==> config.mk <==
export PLATFORM = sky130hd
export DESIGN_NAME = pipelined_rca
export DESIGN_NICKNAME = d
export VERILOG_FILES = /design/src/rtl/pipelined_rca.sv
export SDC_FILE = /design/constraint.sdc
export NUM_CORES = 1
export LEC_CHECK = 0
export ABC_AREA = 0
export CORE_MARGIN = 2
export CORE_UTILIZATION = 55
export DETAILED_ROUTE_END_ITERATION = 7
export HOLD_SLACK_MARGIN = 0.03
export MAX_ROUTING_LAYER = met4
export PLACE_DENSITY_LB_ADDON = 0.12
export SLEW_MARGIN = 20
export SYNTH_ARGS = -nofsm -noshare
export SYNTH_HDL_FRONTEND = slang
export SYNTH_SLANG_ARGS = --single-unit
==> constraint.sdc <==
create_clock -name clk -period 4.4 [get_ports clk]
set_clock_uncertainty 0.05 [all_clocks]
set_input_delay 1.1 -clock clk [delete_from_list [all_inputs] [get_ports clk]]
set_output_delay 1.1 -clock clk [all_outputs]
set_load 0.05 [all_outputs]
==> src/rtl/pipelined_rca.sv <==
// Pipelined ripple-carry add/subtract: STAGES segments of WIDTH/STAGES bits, one register bank per segment.
// Latency STAGES cycles; valid/ready with per-stage stall, bubbles collapse toward the output.
module pipelined_rca #(
  parameter int WIDTH  = 16,
  parameter int STAGES = 4
) (
  input  logic             clk,
  input  logic             rst,
  input  logic             in_valid,
  output logic             in_ready,
  input  logic [WIDTH-1:0] in_a,
  input  logic [WIDTH-1:0] in_b,
  input  logic             in_cin,
  input  logic             in_sub,
  output logic             out_valid,
  input  logic             out_ready,
  output logic [WIDTH-1:0] out_sum,
  output logic             out_cout,
  output logic             out_ovf
);

  localparam int SEG = WIDTH / STAGES;
  localparam int MSB = WIDTH - 1;
  localparam int LST = STAGES - 1;

  logic [STAGES-1:0] vld;
  logic [STAGES-1:0] load;
  logic [WIDTH-1:0]  a_s [STAGES];
  logic [WIDTH-1:0]  b_s [STAGES];
  logic [WIDTH-1:0]  s_s [STAGES];
  logic              c_s [STAGES];

  logic [WIDTH-1:0]  b_eff;
  logic              c_eff;

  // Subtraction as A + ~B + ~cin, so the borrow-in arrives inverted.
  assign b_eff = in_sub ? ~in_b : in_b;
  assign c_eff = in_sub ? ~in_cin : in_cin;

  // A stage may load if it, or any stage after it, is empty, or the output drains.
  always_comb begin
    logic acc;
    acc  = out_ready;
    load = '0;
    for (int k = LST; k >= 0; k--) begin
      acc     = acc | ~vld[k];
      load[k] = acc;
    end
  end

  for (genvar k = 0; k < STAGES; k++) begin : g_stage
    logic             v_in;
    logic [WIDTH-1:0] a_in;
    logic [WIDTH-1:0] b_in;
    logic [WIDTH-1:0] s_in;
    logic             c_in;
    logic [WIDTH-1:0] s_nxt;
    logic             c_nxt;
    logic             v_r;
    logic [WIDTH-1:0] a_r;
    logic [WIDTH-1:0] b_r;
    logic [WIDTH-1:0] s_r;
    logic             c_r;

    if (k == 0) begin : g_first
      assign v_in = in_valid;
      assign a_in = in_a;
      assign b_in = b_eff;
      assign s_in = '0;
      assign c_in = c_eff;
    end else begin : g_next
      assign v_in = vld[k-1];
      assign a_in = a_s[k-1];
      assign b_in = b_s[k-1];
      assign s_in = s_s[k-1];
      assign c_in = c_s[k-1];
    end

    // Carry chain confined to this stage's SEG bits.
    always_comb begin
      logic c;
      c     = c_in;
      s_nxt = s_in;
      for (int i = 0; i < SEG; i++) begin
        s_nxt[k*SEG+i] = a_in[k*SEG+i] ^ b_in[k*SEG+i] ^ c;
        c = (a_in[k*SEG+i] & b_in[k*SEG+i]) | (c & (a_in[k*SEG+i] ^ b_in[k*SEG+i]));
      end
      c_nxt = c;
    end

    always_ff @(posedge clk or posedge rst) begin
      if (rst) begin
        v_r <= 1'b0;
        a_r <= '0;
        b_r <= '0;
        s_r <= '0;
        c_r <= 1'b0;
      end else if (load[k]) begin
        v_r <= v_in;
        if (v_in) begin
          a_r <= a_in;
          b_r <= b_in;
          s_r <= s_nxt;
          c_r <= c_nxt;
        end
      end
    end

    assign vld[k] = v_r;
    assign a_s[k] = a_r;
    assign b_s[k] = b_r;
    assign s_s[k] = s_r;
    assign c_s[k] = c_r;
  end

  assign in_ready  = load[0];
  assign out_valid = vld[LST];
  assign out_sum   = s_s[LST];
  assign out_cout  = c_s[LST];
  // b_s holds the conditioned operand, so this is also correct for A-B.
  assign out_ovf   = (a_s[LST][MSB] == b_s[LST][MSB]) && (s_s[LST][MSB] != a_s[LST][MSB]);

endmodule

# Yosys cells after proc, flatten, opt, wreduce, memory -nomap -nowiden
# Index checks and enable logic that the tools add are counted.
# totals
reg_bits	176
out_inout_bits	20
elab_cells	119
# classes
eq_ne	2
muxes	2
n_bitwise	90
n_reduce_logical	5
# op_table
operator	n
$and A1 B1 Y1	32
$xor A1 B1 Y1	32
$or A1 B1 Y1	20
$mux W16	1
$not A16 Y16	1
$reduce_and A2 Y1	4
$not A1 Y1	5
$eq A1 B1 Y1	1
$logic_and A1 B1 Y1	1
$mux W1	1
$ne A1 B1 Y1	1

# Longest topological paths before layout
# Gate-level depths: netlist of the first run.
# logic_depth
word_depth	11
mapped_depth	9

# Worst setup path before layout of the first run
# Ideal clock, no wire load.
# synth_path
path_kind	input to register
start	input in_sub
end	register g_stage[0].s_r[3]
setup_time_ns	0.125
t_arrival_ns	3.545
slack_ns	0.680
path_stages	9
n_path_buf	2
path_cell_list	buf_2 buf_2 xnor2_1 fa_1 fa_1 fa_1 inv_1 fa_1 mux2_2
# synth_via
elab_chain_cells	9
elab_cells_between_ends	16
classes_between	2 x mux; 14 x bitwise
# synth_rtl
item	line	text
start, declared	14	input logic in_sub,
$mux W16	37	assign b_eff = in_sub ? ~in_b : in_b;
$xor A1 B1 Y1	86	c = (a_in[k*SEG+i] & b_in[k*SEG+i]) | (c & (a_in[k*SEG+i] ^ b_in[k*SEG+i]));
$and A1 B1 Y1	86	
$or A1 B1 Y1	86	
$and A1 B1 Y1	86	
$or A1 B1 Y1	86	
$and A1 B1 Y1	86	
$or A1 B1 Y1	86	
$xor A1 B1 Y1 (*)	85	s_nxt[k*SEG+i] = a_in[k*SEG+i] ^ b_in[k*SEG+i] ^ c;
net g_stage[0].s_nxt[3]	57	logic [WIDTH-1:0] s_nxt;
end signal, assigned	103	s_r <= s_nxt;
end, declared	62	logic [WIDTH-1:0] s_r;
# Mark *: on every way through the listed nets, which the timed path passes. The rest lies on a longest branch.
# A chain may end at the register's enable or synchronous reset.

# Final worst setup path of the first run
# Ends and elaborated chain as after synthesis.

==> qor.yml, run 1 <==
ys.flop_type: "dfrtp_1"
drv_cap: 0
synthDistinctLibCells: 23
syn_inst: 295
cts.sinks: 98
crit_arrival_ps: 3790
clockRootBuffer: "clkbuf_8"
finalHoldViolations: 0
min_period_ps: 3590
grt_first_pass_wirelength_um: 12000
tritoncts: "built"
cts_buffer_depth: 2
synth-async-reset-ratio: 1.00
layout_common_cells: "98 x dfrtp_1, 72 x mux2_2, 56 x clkdlybuf4s50_1"
initial_core_util: 0.563
synthTopCellsByArea: "dfrtp_1 57%, mux2_2 19%, fa_1 7.4%"
max_freq_ghz: 0.279
p_leak_nw: 2.28
first_pass_iters: 4
synth_adder_area_share: 0.0744
min_from: "g_stage[0].b_r[15]$_DFFE_PP0P_"
dr_total_vias: 2343
hold_end: "g_stage[1].b_r[15]$_DFFE_PP0P_"
worst_slew_pin_slew_ps: 719
yosysWarnings: 0
status: "finished, final reports clean"
critPathLaunchType: "primary input"
antenna_found_initial: 0
avgViaCountPerCell: 5.06
fin_crit_sh: 0.815
tns_ps: 0
clk_latency_ps: 360
ys_seq_elements: 98
p_per_area_nw_per_um2: 622
htreeDepth: 3
synthesis.nets: 349
cts_post_setup_buffers_inserted: 0
crit_type: "in2reg"
synth_top_family_by_area: "multiplexers"
synthMuxAreaShare: 0.222
cp.required_ps: 4600
rsz0062_at_grt: "no"
reg2reg_depth: 8
finalMaxSlewViolations: 0
timing.rr.start: "g_stage[1].a_r[8]$_DFFE_PP0P_"
final_common_cell: "dfrtp_1"
layout-drive-gt1-share: 0.283
coreArea_um2: 7650
rrSetupSlack_ps: 2170
path_clk_slew_ps: 100
syn_avg_cell_area_um2: 14.6
ant_nets: 0
area_growth_pct: 19.4
numCtsBuffers: 9
finalNetCount: 410
hold_depth: 1
chipWidth_um: 92.5
cp-end-kind: "flop"
relSlewSlack: 0.520
synth_edf_count: 0
synth_compound_area_frac: 0.0299
hold_class: "reg2reg"
syn_area_um2: 4310
drc: 0
synth-xor-area-share: 0.0346
avgRoutedWirePerCell_um: 14.8
dp_hpwl_um: 5060
yosysSeqAreaShare: 0.569
grt_usage: 0.189
power.total_mw: 3.20
die_h_um: 92.5
grt_max_degree: 58
drt_iter0_markers: 92
antennaDiodeCount: 0
postCtsHoldBufs: 0
setup_viol: 0
io_buffers: 57
dieArea_um2: 8560
yosys.area_share.simple: 0.0195
worstPathMaxFanout: 4
grt-ovfl-total: 0
synth_top_area_share: 0.569
rows: 32
rr_endpoint: "g_stage[2].s_r[11]$_DFFE_PP0P_"
wl_um: 6860
ctsResizeCount: 0
grt_pass1_vias: 2395
yosys.area.top_type: "dfrtp_1"
peakVddDrop_mv: 0.226
finalWeightedCongestion: 0.770
ios: 58
==> cell usage after synthesis, types with 3 or more instances <==
cell	instances
dfrtp_1	98
mux2_2	72
inv_1	31
fa_1	16
o21ai_0	13
xor2_1	11
mux2i_1	7
nand2_1	6
xnor2_1	6
buf_2	5
mux2_4	5
a21oi_1	4
a31oi_1	4
nand2b_1	4
buf_4	3
buf_6	3
==> worst max-delay path by stage <==
stage | cells after the start | startpoint | to | slack, ps
2_1_floorplan | 9 | in_sub | g_stage[0].s_r[3]$_DFFE_PP0P_ | 680
4_1_cts | 8 | in_sub | g_stage[0].s_r[3]$_DFFE_PP0P_ | 790
3_5_place_dp | 8 | in_sub | g_stage[0].s_r[3]$_DFFE_PP0P_ | 390
3_3_place_gp | 8 | in_sub | g_stage[0].s_r[3]$_DFFE_PP0P_ | 480
5_1_grt | 8 | in_sub | g_stage[0].s_r[3]$_DFFE_PP0P_ | 710
6_report | 8 | in_sub | g_stage[0].s_r[3]$_DFFE_PP0P_ | 810
==> metal layers <==
metal	global-route usage	vias to the layer above	routed length, um
li1	-	1102	-
met1	0.275	1167	3280
met2	0.268	59	3220
met3	0.0301	15	218
met4	0.0784	0	144
met5	-	-	0
==> where the power goes <==
| part | switching (mW) | internal, mW | total [mW] |
|---|---|---|---|
| Clock | 0.313 | 0.268 | 0.582 |
| Combinational | 0.649 | 0.557 | 1.21 |
| Sequential | 0.183 | 1.23 | 1.41 |
==> flip-flops by register name, indices dropped and copies added, names as in the netlist <==
name,flops
g_stage.a_r,25
g_stage.b_r,25
g_stage.s_r,24
out_sum,16
g_stage.c_r,3
g_stage.v_r,3
out_cout,1
out_valid,1
==> cell families (layout without fill, tap and decap cells) <==
| group | after synthesis | count (layout) |
|---|---|---|
| compound gates | 22 | 22 |
| xor+xnor | 17 | 17 |
| fa+ha+maj | 16 | 16 |
| buf+inv | 43 | 109 |
| flops | 98 | 98 |
| mux | 84 | 84 |
| simple gates | 15 | 15 |
==> critical path, cell delays in order <==
cell             delay [ps]
clkdlybuf4s50_1         610
xnor2_1                 140
fa_1                    410
fa_1                    400
fa_1                    380
inv_1                    80
fa_1                    400
mux2_2                  270
==> per-stage QoR <==
stage / worst slack, ps / std cells / utilization / hold slack (ps) / instance area, um2
final: 812 / 463 / 0.673 / 457 / 5140
after global routing: 705 / 463 / 0.673 / 463 / 5140
after CTS: 785 / 463 / 0.673 / 459 / 5140
after detailed placement: 390 / 447 / 0.646 / 440 / 4940
after global placement: 480 / 447 / 0.646 / 437 / 4940
after floorplan: 680 / 295 / - / 416 / 4310
==> area by class of cell <==
| class | count | area (um2) |
|---|---|---|
| clock buffers | 9 | 124 |
| clock inverters | 7 | 77.6 |
| fillers | 580 | 2500 |
| inverters | 31 | 119 |
| multi-input cells | 154 | 1640 |
| flip-flops and latches | 98 | 2450 |
| well taps | 102 | 128 |
| repair buffers | 62 | 606 |
Power figures use the tool's default switching activity.
==> run 2: changes to the inputs <==
--- a/config.mk
+++ b/config.mk
@@ -7,7 +7,7 @@
 export LEC_CHECK = 0
 export ABC_AREA = 0
 export CORE_MARGIN = 2
-export CORE_UTILIZATION = 55
+export CORE_UTILIZATION = 49
 export DETAILED_ROUTE_END_ITERATION = 7
 export HOLD_SLACK_MARGIN = 0.03
 export MAX_ROUTING_LAYER = met4
==> constraint.sdc (replaced) <==
create_clock -name clk -period 3 [get_ports clk]
set_clock_uncertainty 0.05 [all_clocks]
set_input_delay 0.75 -clock clk [delete_from_list [all_inputs] [get_ports clk]]
set_output_delay 0.75 -clock clk [all_outputs]
set_load 0.05 [all_outputs]
==> run 2 against run 1 <==
  * Via count is 0.17% higher
  * Final area is 1.8% higher
  * Critical path depth did not move
  * Highest routed layer unchanged
  * Largest cell class unchanged
  * Utilization is 6.6 points lower
  * Clock power increased by 58%
  * Sequential cell count is the same
  * Hold slack about the same
  * Critical endpoint unchanged
  * Wire length up 0.76%
==> qor.yml, run 2 (synthesis results as in run 1) <==
tritoncts: "built"  # unchanged
relSlewSlack: 0.644  # was 0.520
reg2reg_depth: 8  # unchanged
ios: 58  # unchanged
dp_hpwl_um: 4940  # was 5060 um
grt-ovfl-total: 0  # unchanged
coreArea_um2: 8640  # was 7650 um2
worstPathMaxFanout: 1  # was 4
clockRootBuffer: "clkbuf_8"  # unchanged
grt_pass1_vias: 2420  # was 2395
finalHoldViolations: 0  # unchanged
crit_arrival_ps: 3090  # was 3790 ps
layout-drive-gt1-share: 0.291  # was 0.283
rows: 34  # was 32
rsz0062_at_grt: "no"  # unchanged
largestRegisters: "g_stage.a_r (25), g_stage.b_r (25), g_stage.s_r (24)"  # unchanged
fillers: 708  # was 580
dr_total_vias: 2347  # was 2343
dp_cells: 454  # was 447
status: "finished, final reports clean"  # unchanged
crit_start: "in_cin"  # was in_sub
p_per_area_nw_per_um2: 910  # was 622 nW/um2
dieArea_um2: 9560  # was 8560 um2
tns_ps: 0  # unchanged
crit_type: "in2reg"  # unchanged
htreeDepth: 3  # unchanged
setup_viol: 0  # unchanged
antennaDiodeCount: 0  # unchanged
grt_first_pass_wirelength_um: 12300  # was 12000 um
finalNetCount: 411  # was 410
min_period_ps: 2890
grt_max_degree: 99  # was 58
final_common_cell: "dfrtp_1"  # unchanged
min_from: "g_stage[0].b_r[10]$_DFFE_PP0P_"  # was g_stage[0].b_r[15]$_DFFE_PP0P_
die_h_um: 97.8  # was 92.5 um
layout_common_cells: "98 x dfrtp_1, 72 x mux2_2, 54 x clkdlybuf4s50_1"  # was 98 x dfrtp_1, 72 x mux2_2, 56 x clkdlybuf4s50_1
cp.required_ps: 3190  # was 4600 ps
hold_depth: 1  # unchanged
drv_cap: 0  # unchanged
fin_cells: 469  # was 463
cp-end-kind: "flop"  # unchanged
cts_buffer_depth: 2  # unchanged
first_pass_iters: 4  # unchanged
drc: 0  # unchanged
wl_um: 6910  # was 6860 um
io_buffers: 57  # unchanged
numCtsBuffers: 9  # unchanged
max_freq_ghz: 0.345
hold_end: "g_stage[1].b_r[10]$_DFFE_PP0P_"  # was g_stage[1].b_r[15]$_DFFE_PP0P_
avgRoutedWirePerCell_um: 14.7  # was 14.8 um
cts_post_setup_buffers_inserted: 0  # unchanged
area_growth_pct: 21.6  # was 19.4%
clk_latency_ps: 360  # about the same
timing.rr.start: "g_stage[1].a_r[8]$_DFFE_PP0P_"  # unchanged
initial_core_util: 0.499  # was 0.563
cts.sinks: 98  # unchanged
drt_iter0_markers: 93  # was 92
grt_usage: 0.167  # was 0.189
worst_slew_pin_slew_ps: 534  # was 719 ps
critPathLaunchType: "primary input"  # unchanged
chipWidth_um: 97.8  # was 92.5 um
fin_crit_sh: 0.965
postCtsHoldBufs: 0  # unchanged
rr_endpoint: "g_stage[2].s_r[11]$_DFFE_PP0P_"  # unchanged
peakVddDrop_mv: 0.280  # was 0.226 mV
path_clk_slew_ps: 90  # was 100 ps
avgViaCountPerCell: 5.00  # was 5.06
ant_nets: 0  # unchanged
finalMaxSlewViolations: 0  # unchanged
rrSetupSlack_ps: 730  # was 2170 ps
hold_class: "reg2reg"  # unchanged
p_leak_nw: 2.31  # was 2.28 nW
antenna_found_initial: 0  # unchanged
finalWeightedCongestion: 0.738  # was 0.770
-- run 2: critical path: stages --
cell             delay (ps)
clkdlybuf4s50_1         410
xnor2_1                 140
fa_2                    350
fa_2                    340
fa_1                    350
inv_1                    70
fa_1                    400
mux2_2                  270
-- run 2: final cells by class --
| cell class | count | area [um2] | share of cell area |
|---|---|---|---|
| clock buffer | 9 | 124 | 0.0236 |
| timing repair buffer | 63 | 664 | 0.127 |
| multi-input combinational | 154 | 1650 | 0.315 |
| tap | 108 | 135 | 0.0258 |
| clock inverter | 6 | 92.6 | 0.0177 |
| inverter | 31 | 120 | 0.0229 |
| sequential | 98 | 2450 | 0.468 |
-- run 2: worst max path at each step --
stage / endpoint / slack (ps) / cells past startpoint
3_5_place_dp: g_stage[0].s_r[3]$_DFFE_PP0P_ / -550 / 8
4_1_cts: g_stage[0].s_r[3]$_DFFE_PP0P_ / 40 / 8
2_1_floorplan: g_stage[0].s_r[3]$_DFFE_PP0P_ / -290 / 9
6_report: g_stage[0].s_r[3]$_DFFE_PP0P_ / 110 / 8
5_1_grt: g_stage[0].s_r[3]$_DFFE_PP0P_ / 30 / 8
3_3_place_gp: g_stage[0].s_r[3]$_DFFE_PP0P_ / -520 / 8
-- run 2: report_power, final --
group          switching, mW  internal [mW]  total [mW]
Clock                  0.451          0.468       0.918
Combinational          0.948          0.833        1.78
Sequential             0.268           1.80        2.07
-- run 2: per-layer routing --
metal  wire length (um)  up-vias  global-route usage
li1                   -     1106                   -
met1               3440     1186               0.245
met2               3120       46               0.236
met3                271        9              0.0387
met4                 74        0              0.0513
met5                  0        -                   -
-- run 2: timing repair --
action | 4_1_cts | 5_1_grt
setup endpoints to repair | 1 | 1
resized for setup | 3 | 2
hold endpoints to repair | 0 | 0
-- run 2: stage by stage --
stage	power, mW	hold WS [ps]	setup slack [ps]	util	area [um2]
6_report	4.77	457	106	0.607	5240
5_1_grt	5.09	476	34.2	0.607	5240
4_1_cts	4.83	461	42.2	0.605	5230
3_5_place_dp	3.91	441	-549	0.580	5010
3_3_place_gp	3.85	435	-521	0.580	5010
2_1_floorplan	3.29	416	-289	-	4310
